===== src/rtl/branch_exec_pipe_if.sv =====
// Issue/writeback bundle of the two-stage branch execution unit.
// slave = execution unit side, master = issue/writeback side.
interface branch_exec_pipe_if #(
  parameter int XLEN      = 32,
  parameter int WIDTH_REG = 7,
  parameter int WIDTH_BRM = 4
);
  logic                 i_valid;
  logic                 o_ready;
  logic [6:0]           i_uop;
  logic [2:0]           i_func;
  logic [WIDTH_REG-1:0] i_addr;
  logic [XLEN-1:0]      i_PC;
  logic [XLEN-1:0]      i_PCNext;
  logic [XLEN-1:0]      i_imm;
  logic [XLEN-1:0]      i_op1;
  logic [XLEN-1:0]      i_op2;
  logic [WIDTH_BRM-1:0] i_brtag;
  logic [WIDTH_BRM-1:0] i_brmask;
  logic [WIDTH_BRM-1:0] i_kill;
  logic [WIDTH_BRM-1:0] i_clr;
  logic                 i_wb_ready;
  logic                 o_valid;
  logic                 o_we;
  logic [WIDTH_REG-1:0] o_addr;
  logic [XLEN-1:0]      o_data;
  logic [WIDTH_BRM-1:0] o_brmask;
  logic [WIDTH_BRM-1:0] o_brclr;
  logic [WIDTH_BRM-1:0] o_brkill;
  logic                 o_redirect;
  logic [XLEN-1:0]      o_PC;

  modport slave (
    input  i_valid, i_uop, i_func, i_addr, i_PC, i_PCNext, i_imm, i_op1, i_op2,
           i_brtag, i_brmask, i_kill, i_clr, i_wb_ready,
    output o_ready, o_valid, o_we, o_addr, o_data, o_brmask, o_brclr, o_brkill,
           o_redirect, o_PC
  );

  modport master (
    output i_valid, i_uop, i_func, i_addr, i_PC, i_PCNext, i_imm, i_op1, i_op2,
           i_brtag, i_brmask, i_kill, i_clr, i_wb_ready,
    input  o_ready, o_valid, o_we, o_addr, o_data, o_brmask, o_brclr, o_brkill,
           o_redirect, o_PC
  );
endinterface


===== src/rtl/branch_exec_pipe.sv =====
// Two-stage BRANCH/JAL/JALR resolver: link write, tag clear/kill, redirect. Result 2 edges after accept.
// Writeback stall holds R2 stable and backs up into R1; o_ready drops only when both stages are blocked.
module branch_exec_pipe #(
  parameter int XLEN      = 32,
  parameter int WIDTH_REG = 7,
  parameter int WIDTH_BRM = 4
) (
  input  logic                  i_clk,
  input  logic                  i_rst,
  branch_exec_pipe_if.slave     io_bus
);
  localparam logic [6:0] OP_BRANCH = 7'b1100011;
  localparam logic [6:0] OP_JAL    = 7'b1101111;
  localparam logic [6:0] OP_JALR   = 7'b1100111;

  typedef struct packed {
    logic [6:0]           uop;
    logic [2:0]           func;
    logic [WIDTH_REG-1:0] addr;
    logic [XLEN-1:0]      pc;
    logic [XLEN-1:0]      pc_next;
    logic [XLEN-1:0]      imm;
    logic [XLEN-1:0]      op1;
    logic [XLEN-1:0]      op2;
    logic [WIDTH_BRM-1:0] brtag;
    logic [WIDTH_BRM-1:0] brmask;
  } s1_t;

  typedef struct packed {
    logic                 we;
    logic                 mis;
    logic [WIDTH_REG-1:0] addr;
    logic [XLEN-1:0]      data;
    logic [XLEN-1:0]      pc_out;
    logic [WIDTH_BRM-1:0] brtag;
    logic [WIDTH_BRM-1:0] brmask;
  } s2_t;

  logic r_s1_v;
  s1_t  r_s1;
  logic r_s2_v;
  logic r_s2_new;
  s2_t  r_s2;

  logic                 w_adv2;
  logic                 w_s2_kill_now;
  logic                 w_fire;
  logic                 w_in_hit;
  logic                 w_s1_hit;
  logic                 w_s2_hit;
  logic [WIDTH_BRM-1:0] w_k;
  logic [WIDTH_BRM-1:0] w_c;
  logic                 w_is_br;
  logic                 w_is_jal;
  logic                 w_is_jalr;
  logic                 w_cmp;
  logic                 w_taken;
  logic [XLEN-1:0]      w_pc4;
  logic [XLEN-1:0]      w_jalr_sum;
  logic [XLEN-1:0]      w_tgt;
  logic [XLEN-1:0]      w_actual;
  s1_t                  w_s1_in;
  s2_t                  w_s2_in;

  // Resolution pulses fire only on the first R2 cycle and are suppressed if an older branch dies now.
  assign w_s2_kill_now = |(r_s2.brmask & io_bus.i_kill);
  assign w_fire        = r_s2_v & r_s2_new & ~w_s2_kill_now;

  assign io_bus.o_valid    = r_s2_v & ~w_s2_kill_now;
  assign io_bus.o_we       = io_bus.o_valid & r_s2.we;
  assign io_bus.o_addr     = r_s2.addr;
  assign io_bus.o_data     = r_s2.data;
  assign io_bus.o_brmask   = r_s2.brmask;
  assign io_bus.o_PC       = r_s2.pc_out;
  assign io_bus.o_brkill   = (w_fire &  r_s2.mis) ? r_s2.brtag : '0;
  assign io_bus.o_brclr    = (w_fire & ~r_s2.mis) ? r_s2.brtag : '0;
  assign io_bus.o_redirect = w_fire & r_s2.mis;

  assign w_adv2         = ~r_s2_v | io_bus.i_wb_ready;
  assign io_bus.o_ready = ~i_rst & (~r_s1_v | w_adv2);

  // Kill is checked against the uncleared mask so a bit both killed and cleared still kills.
  assign w_k      = io_bus.i_kill | io_bus.o_brkill;
  assign w_c      = io_bus.i_clr  | io_bus.o_brclr;
  assign w_in_hit = |(io_bus.i_brmask & w_k);
  assign w_s1_hit = |(r_s1.brmask & w_k);
  assign w_s2_hit = |(r_s2.brmask & w_k);

  always_comb begin
    w_s1_in         = '0;
    w_s1_in.uop     = io_bus.i_uop;
    w_s1_in.func    = io_bus.i_func;
    w_s1_in.addr    = io_bus.i_addr;
    w_s1_in.pc      = io_bus.i_PC;
    w_s1_in.pc_next = io_bus.i_PCNext;
    w_s1_in.imm     = io_bus.i_imm;
    w_s1_in.op1     = io_bus.i_op1;
    w_s1_in.op2     = io_bus.i_op2;
    w_s1_in.brtag   = io_bus.i_brtag;
    w_s1_in.brmask  = io_bus.i_brmask & ~w_c;
  end

  assign w_is_br   = (r_s1.uop == OP_BRANCH);
  assign w_is_jal  = (r_s1.uop == OP_JAL);
  assign w_is_jalr = (r_s1.uop == OP_JALR);

  always_comb begin
    w_cmp = 1'b0;
    case (r_s1.func)
      3'b000:  w_cmp = (r_s1.op1 == r_s1.op2);
      3'b001:  w_cmp = (r_s1.op1 != r_s1.op2);
      3'b100:  w_cmp = ($signed(r_s1.op1) <  $signed(r_s1.op2));
      3'b101:  w_cmp = ($signed(r_s1.op1) >= $signed(r_s1.op2));
      3'b110:  w_cmp = (r_s1.op1 <  r_s1.op2);
      3'b111:  w_cmp = (r_s1.op1 >= r_s1.op2);
      default: w_cmp = 1'b0;
    endcase
  end

  assign w_taken    = w_is_jal | w_is_jalr | (w_is_br & w_cmp);
  assign w_pc4      = r_s1.pc + XLEN'(4);
  assign w_jalr_sum = r_s1.op1 + r_s1.imm;
  assign w_tgt      = w_is_jalr ? {w_jalr_sum[XLEN-1:1], 1'b0} : (r_s1.pc + r_s1.imm);
  assign w_actual   = w_taken ? w_tgt : w_pc4;

  always_comb begin
    w_s2_in        = '0;
    w_s2_in.we     = (w_is_jal | w_is_jalr) & (|r_s1.addr);
    w_s2_in.mis    = (w_is_br | w_is_jal | w_is_jalr) & (w_actual != r_s1.pc_next);
    w_s2_in.addr   = r_s1.addr;
    w_s2_in.data   = w_pc4;
    w_s2_in.pc_out = w_s2_in.mis ? w_actual : '0;
    w_s2_in.brtag  = r_s1.brtag;
    w_s2_in.brmask = r_s1.brmask & ~w_c;
  end

  always_ff @(posedge i_clk or posedge i_rst) begin
    if (i_rst) begin
      r_s1_v   <= 1'b0;
      r_s1     <= '0;
      r_s2_v   <= 1'b0;
      r_s2_new <= 1'b0;
      r_s2     <= '0;
    end else begin
      if (io_bus.o_ready) begin
        r_s1_v <= io_bus.i_valid & ~w_in_hit;
        if (io_bus.i_valid) begin
          r_s1 <= w_s1_in;
        end
      end else begin
        r_s1_v      <= r_s1_v & ~w_s1_hit;
        r_s1.brmask <= r_s1.brmask & ~w_c;
      end

      if (w_adv2) begin
        r_s2_v   <= r_s1_v & ~w_s1_hit;
        r_s2_new <= r_s1_v & ~w_s1_hit;
        if (r_s1_v) begin
          r_s2 <= w_s2_in;
        end
      end else begin
        r_s2_v      <= r_s2_v & ~w_s2_hit;
        r_s2_new    <= 1'b0;
        r_s2.brmask <= r_s2.brmask & ~w_c;
      end
    end
  end
endmodule


===== src/flat_wrapper.sv =====
// flat-port wrapper written by rule: the top's interface ports become plain ports
module branch_exec_pipe_flat 
#(
  parameter int XLEN      = 32,
  parameter int WIDTH_REG = 7,
  parameter int WIDTH_BRM = 4
)
  (i_clk, i_rst, io_bus_i_valid, io_bus_i_uop, io_bus_i_func, io_bus_i_addr, io_bus_i_PC, io_bus_i_PCNext, io_bus_i_imm, io_bus_i_op1, io_bus_i_op2, io_bus_i_brtag, io_bus_i_brmask, io_bus_i_kill, io_bus_i_clr, io_bus_i_wb_ready, io_bus_o_ready, io_bus_o_valid, io_bus_o_we, io_bus_o_addr, io_bus_o_data, io_bus_o_brmask, io_bus_o_brclr, io_bus_o_brkill, io_bus_o_redirect, io_bus_o_PC);
  branch_exec_pipe_if #(.XLEN(XLEN), .WIDTH_REG(WIDTH_REG), .WIDTH_BRM(WIDTH_BRM)) io_bus_i ();
  input  logic i_clk;
  input  logic i_rst;
  input wire logic [$bits(io_bus_i.i_valid)-1:0] io_bus_i_valid;
  input wire logic [$bits(io_bus_i.i_uop)-1:0] io_bus_i_uop;
  input wire logic [$bits(io_bus_i.i_func)-1:0] io_bus_i_func;
  input wire logic [$bits(io_bus_i.i_addr)-1:0] io_bus_i_addr;
  input wire logic [$bits(io_bus_i.i_PC)-1:0] io_bus_i_PC;
  input wire logic [$bits(io_bus_i.i_PCNext)-1:0] io_bus_i_PCNext;
  input wire logic [$bits(io_bus_i.i_imm)-1:0] io_bus_i_imm;
  input wire logic [$bits(io_bus_i.i_op1)-1:0] io_bus_i_op1;
  input wire logic [$bits(io_bus_i.i_op2)-1:0] io_bus_i_op2;
  input wire logic [$bits(io_bus_i.i_brtag)-1:0] io_bus_i_brtag;
  input wire logic [$bits(io_bus_i.i_brmask)-1:0] io_bus_i_brmask;
  input wire logic [$bits(io_bus_i.i_kill)-1:0] io_bus_i_kill;
  input wire logic [$bits(io_bus_i.i_clr)-1:0] io_bus_i_clr;
  input wire logic [$bits(io_bus_i.i_wb_ready)-1:0] io_bus_i_wb_ready;
  output wire logic [$bits(io_bus_i.o_ready)-1:0] io_bus_o_ready;
  output wire logic [$bits(io_bus_i.o_valid)-1:0] io_bus_o_valid;
  output wire logic [$bits(io_bus_i.o_we)-1:0] io_bus_o_we;
  output wire logic [$bits(io_bus_i.o_addr)-1:0] io_bus_o_addr;
  output wire logic [$bits(io_bus_i.o_data)-1:0] io_bus_o_data;
  output wire logic [$bits(io_bus_i.o_brmask)-1:0] io_bus_o_brmask;
  output wire logic [$bits(io_bus_i.o_brclr)-1:0] io_bus_o_brclr;
  output wire logic [$bits(io_bus_i.o_brkill)-1:0] io_bus_o_brkill;
  output wire logic [$bits(io_bus_i.o_redirect)-1:0] io_bus_o_redirect;
  output wire logic [$bits(io_bus_i.o_PC)-1:0] io_bus_o_PC;
  assign io_bus_i.i_valid = io_bus_i_valid;
  assign io_bus_i.i_uop = io_bus_i_uop;
  assign io_bus_i.i_func = io_bus_i_func;
  assign io_bus_i.i_addr = io_bus_i_addr;
  assign io_bus_i.i_PC = io_bus_i_PC;
  assign io_bus_i.i_PCNext = io_bus_i_PCNext;
  assign io_bus_i.i_imm = io_bus_i_imm;
  assign io_bus_i.i_op1 = io_bus_i_op1;
  assign io_bus_i.i_op2 = io_bus_i_op2;
  assign io_bus_i.i_brtag = io_bus_i_brtag;
  assign io_bus_i.i_brmask = io_bus_i_brmask;
  assign io_bus_i.i_kill = io_bus_i_kill;
  assign io_bus_i.i_clr = io_bus_i_clr;
  assign io_bus_i.i_wb_ready = io_bus_i_wb_ready;
  assign io_bus_o_ready = io_bus_i.o_ready;
  assign io_bus_o_valid = io_bus_i.o_valid;
  assign io_bus_o_we = io_bus_i.o_we;
  assign io_bus_o_addr = io_bus_i.o_addr;
  assign io_bus_o_data = io_bus_i.o_data;
  assign io_bus_o_brmask = io_bus_i.o_brmask;
  assign io_bus_o_brclr = io_bus_i.o_brclr;
  assign io_bus_o_brkill = io_bus_i.o_brkill;
  assign io_bus_o_redirect = io_bus_i.o_redirect;
  assign io_bus_o_PC = io_bus_i.o_PC;
  branch_exec_pipe #(.XLEN(XLEN), .WIDTH_REG(WIDTH_REG), .WIDTH_BRM(WIDTH_BRM)) u_core (.i_clk(i_clk), .i_rst(i_rst), .io_bus(io_bus_i));
endmodule

===== config.mk =====
export PLATFORM = sky130hd
export DESIGN_NAME = branch_exec_pipe_flat
export DESIGN_NICKNAME = d
export VERILOG_FILES = /design/src/rtl/branch_exec_pipe_if.sv /design/src/rtl/branch_exec_pipe.sv /design/src/flat_wrapper.sv
export SDC_FILE = /design/constraint.sdc
export NUM_CORES = 1
export LEC_CHECK = 0
export ABC_AREA = 1
export BUFFER_PORTS_ARGS = -buffer_cell sky130_fd_sc_hd__buf_2
export CAP_MARGIN = 25
export CORE_AREA = 10 10 145 280
export CTS_CLUSTER_SIZE = 8
export DETAILED_ROUTE_END_ITERATION = 16
export DIE_AREA = 0 0 155 290
export PLACE_DENSITY = 0.68
export SETUP_SLACK_MARGIN = 0.5
export SYNTH_ARGS = -nofsm -noshare
export SYNTH_HDL_FRONTEND = slang
export SYNTH_SLANG_ARGS = --single-unit

===== constraint.sdc =====
create_clock -name i_clk -period 14.24 [get_ports i_clk]
set_clock_uncertainty 0.15 [all_clocks]
set_input_delay 2.136 -clock i_clk [delete_from_list [all_inputs] [get_ports i_clk]]
set_output_delay 2.136 -clock i_clk [all_outputs]
set_load 0.1 [all_outputs]

==> metrics.yaml, run 1 <==
timing:
  worst_pin_slew_ps: 1150
  slew_violations: 0
  finalSetupViolCount: 0
  rsz0062_at_grt: "false"
  hold_viol: 0
  fin_crit_sh_pct: 43.2
  fmax_mhz: 163
  relSlewSlack_pct: 23.6
  tns_ps: 0
  whs_ps: 318
  period_needed_ps: 6150
synth:
  seq_area_frac_synth_pct: 38.0
  ys.flop_type: "dfrtp_1"
  synth_area_per_cell_um2: 7.72
  ys_ff_latch: 269
  synth_nets: 2586
  synthArstFlopShare_pct: 100
  syn_inst: 2293
  synth.area.top_cells: "dfrtp_1, nand2_1, ha_1, mux2_2, a21oi_1"
  synth_commonest_cells: "nand2_1, dfrtp_1, inv_1"
  synth_top_area_share_pct: 38.0
  yosysUniqueCellTypes: 51
  yosys_warnings: 0
  syn_area_mm2: 0.0177
  synth_top_area_cell: "dfrtp_1"
  synth_edf_count: 0
  synth_most_common_cell: "nand2_1"
route:
  drt_iter0_markers: 952
  num_vias: 16166
  post_drt_via_cell_ratio: 5.50
  drc_errors: 0
  wl_per_cell_um: 19.9
  wirelength_um: 58400
  dr.pass1.iters: 6
  ant_nets: 0
clocking:
  cts_hold_buffers: 0
  root_buffer: "clkbuf_16"
  cts_buffers: 39
  clk_latency_ps: 540
  cts_tree: "done"
  clk_pin_slew_ps: 50
  cts_num_sinks: 269
  post-cts-setup-buffers: 0
  post_cts_resized: 0
  cts_buffer_depth: 3
  htree_levels: 2
cells_and_area:
  fin_nets: 2778
  fillers: 3465
  area_growth_pct: 12.7
  drive_above_1_share_pct: 19.4
die:
  dieHeight_um: 290
  row_count: 98
  io_pins: 284
  fp.coreArea_mm2: 0.0359
  start_util_pct: 49.3
  die_area_mm2: 0.0450
  die_width_um: 155
pwr:
  power_density_mw_per_mm2: 164
  netSwitchingPower_w: 0.00150
  p_total_w: 0.00328
  swShare_pct: 45.8
  combPwrFrac_pct: 44.2
  seq_power_share_pct: 30.8
  p_leak_nw: 10.4
  peakVddDrop_mv: 0.177
  clkPwrFrac_pct: 25.1
  p_int_w: 0.00178
global_route:
  grt_pass1_wl_um: 90600
  grt_max_degree: 204
  grtUsageTotal_pct: 25.2
  antenna_found_initial: 1
  grt_pass1_vias: 16621
  overflow: 0
critical_path:
  crit_fanout: 132
  crit_type: "in -> out"
  arrival_ps: 3860
  cp_data_required_time_ps: 11950
  crit_path_end_kind: "output pin"
  worstSetupStartpointType: "input port"
status:
  status: "finished clean"
hold_path:
  hp-class: "reg -> reg"
place:
  place_hpwl_um: 46200
  port_buffers: 283
  gp_congestion: 0.984
job:
  max-cap-violations: 0
-- layer usage --
layer  track usage [%]  part of all wire [%]  vias up
li1                  -                     -     7879
met1              27.0                    37     7618
met2              46.2                    53      523
met3              4.01                   5.3      146
met4              12.0                   5.0        0
met5                 0                     0        -
-- metrics by stage --
stage / cell area [um2] / cells / worst slack [ps] / utilization, %
finish: 20000 / 2938 / 8090 / 55.6
global route: 20000 / 2938 / 7890 / 55.6
CTS: 20000 / 2937 / 8020 / 55.5
detailed placement: 18900 / 2894 / 8020 / 52.7
global placement: 18900 / 2894 / 8050 / 52.7
floorplan: 17700 / 2293 / 2560 / -
-- state kept, by name (all words and copies together) (netlist names) --
name	flops
u_core.r_s1_v	1
u_core.r_s2_new	1
u_core.io_bus.o_addr	7
u_core.r_s2_v	1
u_core.io_bus.o_data	32
u_core.io_bus.o_PC	32
u_core.io_bus.o_brmask	4
u_core.r_s2	6
u_core.r_s1	185
-- worst max-delay path, cell delays in order --
cell and delay [ps]:
buf_2 130, inv_8 570, nand2_1 240, inv_1 220, buf_2 470
-- power by group through the flow --
stage	Sequential (W)	Combinational [W]	Clock (W)
4_1_cts	0.00101	0.00145	0.000842
3_5_place_dp	0.00102	0.00144	0
6_report	0.00101	0.00145	0.000823
5_1_grt	0.00102	0.00158	0.000869
3_3_place_gp	0.00102	0.00143	0
2_1_floorplan	0.000975	0.00118	0
-- final cells by class --
| cell class | instances | area (um2) | area share [%] |
|---|---|---|---|
| well taps | 450 | 563 | 2.82 |
| inverters | 242 | 916 | 4.59 |
| flip-flops and latches | 269 | 6730 | 33.7 |
| repair buffers | 291 | 1500 | 7.52 |
| clock inverters | 3 | 30.0 | 0.150 |
| clock buffers | 40 | 1000 | 5.02 |
| multi-input cells | 1642 | 9210 | 46.2 |
| diodes | 1 | 2.50 | 0.0125 |
-- cells by family after synthesis --
group / count (synthesis) / synth area share (%)
and+or+nand+nor: 1042 / 25.6
buffers and inverters: 382 / 10.1
AOI/OAI and AO/OA: 365 / 11.1
DFF: 269 / 38.0
muxes: 100 / 6.35
adders and majority gates: 96 / 6.87
xor gates and xnor gates: 39 / 1.93
-- placed cells by master (no fill, tap or decap), drive strengths merged, types with 2 or more instances in the layout --
master	instances
a22oi	6
nand3b	29
nand4	30
xor2	31
xnor2	8
nor4	6
fa	2
nand3	172
clkbuf	40
a21oi	181
ha	94
buf	291
or2	13
inv	242
o211ai	3
a31o	5
clkinv	3
a21o	7
nor3	30
mux2	99
nor3b	2
nand2	528
o22ai	2
o21a	7
o21ai	125
o21bai	7
dfrtp	269
a211oi	5
nor2	230
a31oi	10
a221oi	3
-- worst paths after layout --
kind | start | endpoint | slack [ps] | cells past startpoint
worst max register to register | u_core.r_s1[47] | u_core.r_s2[79] | 8850 | 23
worst max-delay path | i_rst | io_bus_o_ready | 8090 | 5
worst min-delay path | u_core.io_bus.o_data[3] | u_core.io_bus.o_data[3] | 320 | 2
min in group asynchronous | i_rst | u_core.io_bus.o_addr[3] | 1620 | 2
worst min register to register | u_core.io_bus.o_data[3] | u_core.io_bus.o_data[3] | 320 | 2
max in group asynchronous | i_rst | u_core.r_s1[12] | 10840 | 3
No activity file was read; power rests on OpenSTA's default activity.
==> run 2: changes to the inputs <==
- PLACE_DENSITY: 0.68 -> 0.71
- clock period: 14.24 -> 5 ns (I/O delays scaled with it)
==> metrics.yaml, run 2 (synthesis results as in run 1) <==
status:
  status: "finished clean"  # unchanged
global_route:
  overflow: 0  # unchanged
  grt_pass1_wl_um: 92600  # was 90600 um
  grt_max_degree: 89  # was 204
  antenna_found_initial: 1  # unchanged
  grtUsageTotal_pct: 26.0  # was 25.2%
  grt_pass1_vias: 16826  # was 16621
critical_path:
  crit_fanout: 17  # was 132
  reg2regPathDepth: 20  # was 23
  worstSetupEndpoint: "u_core.io_bus.o_PC[27]"  # was io_bus_o_ready
  rr_endpoint: "u_core.io_bus.o_PC[27]"  # was u_core.r_s2[79]
  timing.rr.start: "u_core.r_s1[136]"  # was u_core.r_s1[47]
  cp_data_required_time_ps: 5270  # was 11950 ps
  arrival_ps: 4630  # was 3860 ps
  r2r_slack_ps: 650  # was 8850 ps
  worstSetupStartpointType: "flip-flop"  # was input port
  crit_path_end_kind: "flip-flop"  # was output pin
  cp-startpoint: "u_core.r_s1[136]"  # was i_rst
  crit_type: "reg -> reg"  # was in -> out
clocking:
  cts_hold_buffers: 0  # unchanged
  cts_buffers: 39  # unchanged
  clk_pin_slew_ps: 50  # about the same
  cts_tree: "done"  # unchanged
  htree_levels: 2  # unchanged
  clk_latency_ps: 540  # about the same
  cts_num_sinks: 269  # unchanged
  root_buffer: "clkbuf_16"  # unchanged
  cts_buffer_depth: 3  # unchanged
timing:
  relSlewSlack_pct: 39.6  # was 23.6%
  whs_ps: 290  # was 318 ps
  hold_viol: 0  # unchanged
  slew_violations: 0  # unchanged
  worst_pin_slew_ps: 906  # was 1150 ps
  rsz0062_at_grt: "true"  # was false
  period_needed_ps: 4350
  finalSetupViolCount: 0  # unchanged
  fmax_mhz: 230
  fin_crit_sh_pct: 87.0
die:
  fp.coreArea_mm2: 0.0359  # unchanged
  row_count: 98  # unchanged
  dieHeight_um: 290  # unchanged
  io_pins: 284  # unchanged
  die_area_mm2: 0.0450  # unchanged
  die_width_um: 155  # unchanged
  start_util_pct: 49.3  # unchanged
route:
  dr.pass1.iters: 6  # unchanged
  post_drt_via_cell_ratio: 5.49  # was 5.50
  wl_per_cell_um: 20.4  # was 19.9 um
  drc_errors: 0  # unchanged
  ant_nets: 0  # unchanged
  num_vias: 16258  # was 16166
  wirelength_um: 60300  # was 58400 um
  drt_iter0_markers: 818  # was 952
job:
  max-cap-violations: 0  # unchanged
pwr:
  p_total_w: 0.00942  # was 0.00328 W
  p_leak_nw: 10.7  # was 10.4 nW
  peakVddDrop_mv: 0.559  # was 0.177 mV
  power_density_mw_per_mm2: 460  # was 164 mW/mm2
place:
  port_buffers: 283  # unchanged
  place_hpwl_um: 48400  # was 46200 um
  gp_congestion: 0.975  # was 0.984
cells_and_area:
  fin_nets: 2800  # was 2778
  fillers: 3423  # was 3465
  final_common_cell: "nand2_1"  # unchanged
  largest_reg_flops: 185  # unchanged
  area_growth_pct: 15.6  # was 12.7%
  mostFrequentLayoutCells: "nand2_1, buf_2, dfrtp_1, inv_1, nor2_1"  # unchanged
  largest-register: "u_core.r_s1"  # unchanged
  drive_above_1_share_pct: 21.5  # was 19.4%
hold_path:
  hp-class: "in -> reg"  # was reg -> reg
## run 2: changes by cell type in the layout (fill, tap and decap cells not counted), sizes merged
cell,change
buf,+21
inv,-3
clkbuf,+1
nand3,+1
clkinvlp,+2
## run 2: cell type report
class	count	area [um2]	share of cell area [%]
clock inverters	2	32.5	0.159
inverters	242	916	4.47
diodes	1	2.50	0.0122
well taps	450	563	2.75
multi-input cells	1643	9540	46.6
flip-flops and latches	269	6730	32.9
clock buffers	41	993	4.85
repair buffers	312	1690	8.26
## run 2: metal layers
layer	up-vias	wire length (um)	GRT usage, %
met5	-	0	0
met4	0	3970	15.8
met3	161	3010	3.86
met2	534	31900	47.8
met1	7645	21400	26.6
li1	7918	-	-
## run 2: how the worst min path moves through the flow
| stage | endpoint | from | cells past startpoint | slack (ps) |
|---|---|---|---|---|
| floorplan | u_core.io_bus.o_data[3] | u_core.io_bus.o_data[3] | 2 | 290 |
| global placement | u_core.io_bus.o_data[3] | u_core.io_bus.o_data[3] | 2 | 310 |
| detailed placement | u_core.io_bus.o_data[4] | u_core.io_bus.o_data[4] | 2 | 310 |
| CTS | u_core.r_s1[165] | io_bus_i_PC[29] | 2 | 280 |
| global route | u_core.r_s1[94] | io_bus_i_imm[22] | 2 | 290 |
| finish | u_core.r_s1[160] | io_bus_i_PC[24] | 2 | 290 |
## run 2: worst max-delay path: stages (launching register included)
cell and delay [ps]:
dfrtp_1 510, ha_1 330, fa_1 440, nand3_1 90, nand3_1 170, a21boi_2 250
o21ai_1 170, a21oi_2 270, o21ai_1 170, nand2_1 150, nand2_1 60, nand2_1 60
nand3_1 80, nand3_1 150, nand2_1 110, xor2_1 140, nand2_1 190, nor2_4 250
nand3_4 250, nand3_1 160, nand2_1 60
## run 2: where the power goes
part	internal [W]	switching, W	leakage (nW)
Clock	0.00139	0.000947	0.503
Combinational	0.00117	0.00303	7.00
Sequential	0.00256	0.000321	3.20
Total	0.00512	0.00430	10.7
## run 2: repair_timing
action,in CTS,in global routing
endpoints found under the setup margin,33,33
gates resized for setup,6,8
cloned,1,0
pin swaps,1,0
buffers inserted,0,0
## run 2: through the flow
| stage | utilization (%) | area (um2) | setup TNS (ps) | std cells | worst slack (ps) |
|---|---|---|---|---|---|
| floorplan | - | 18200 | -431210 | 2293 | -2360 |
| global placement | 53.9 | 19400 | 0 | 2914 | 224 |
| detailed placement | 53.9 | 19400 | 0 | 2914 | 182 |
| CTS | 56.8 | 20400 | 0 | 2958 | 545 |
| global route | 57.0 | 20500 | 0 | 2960 | 465 |
| finish | 57.0 | 20500 | 0 | 2960 | 649 |
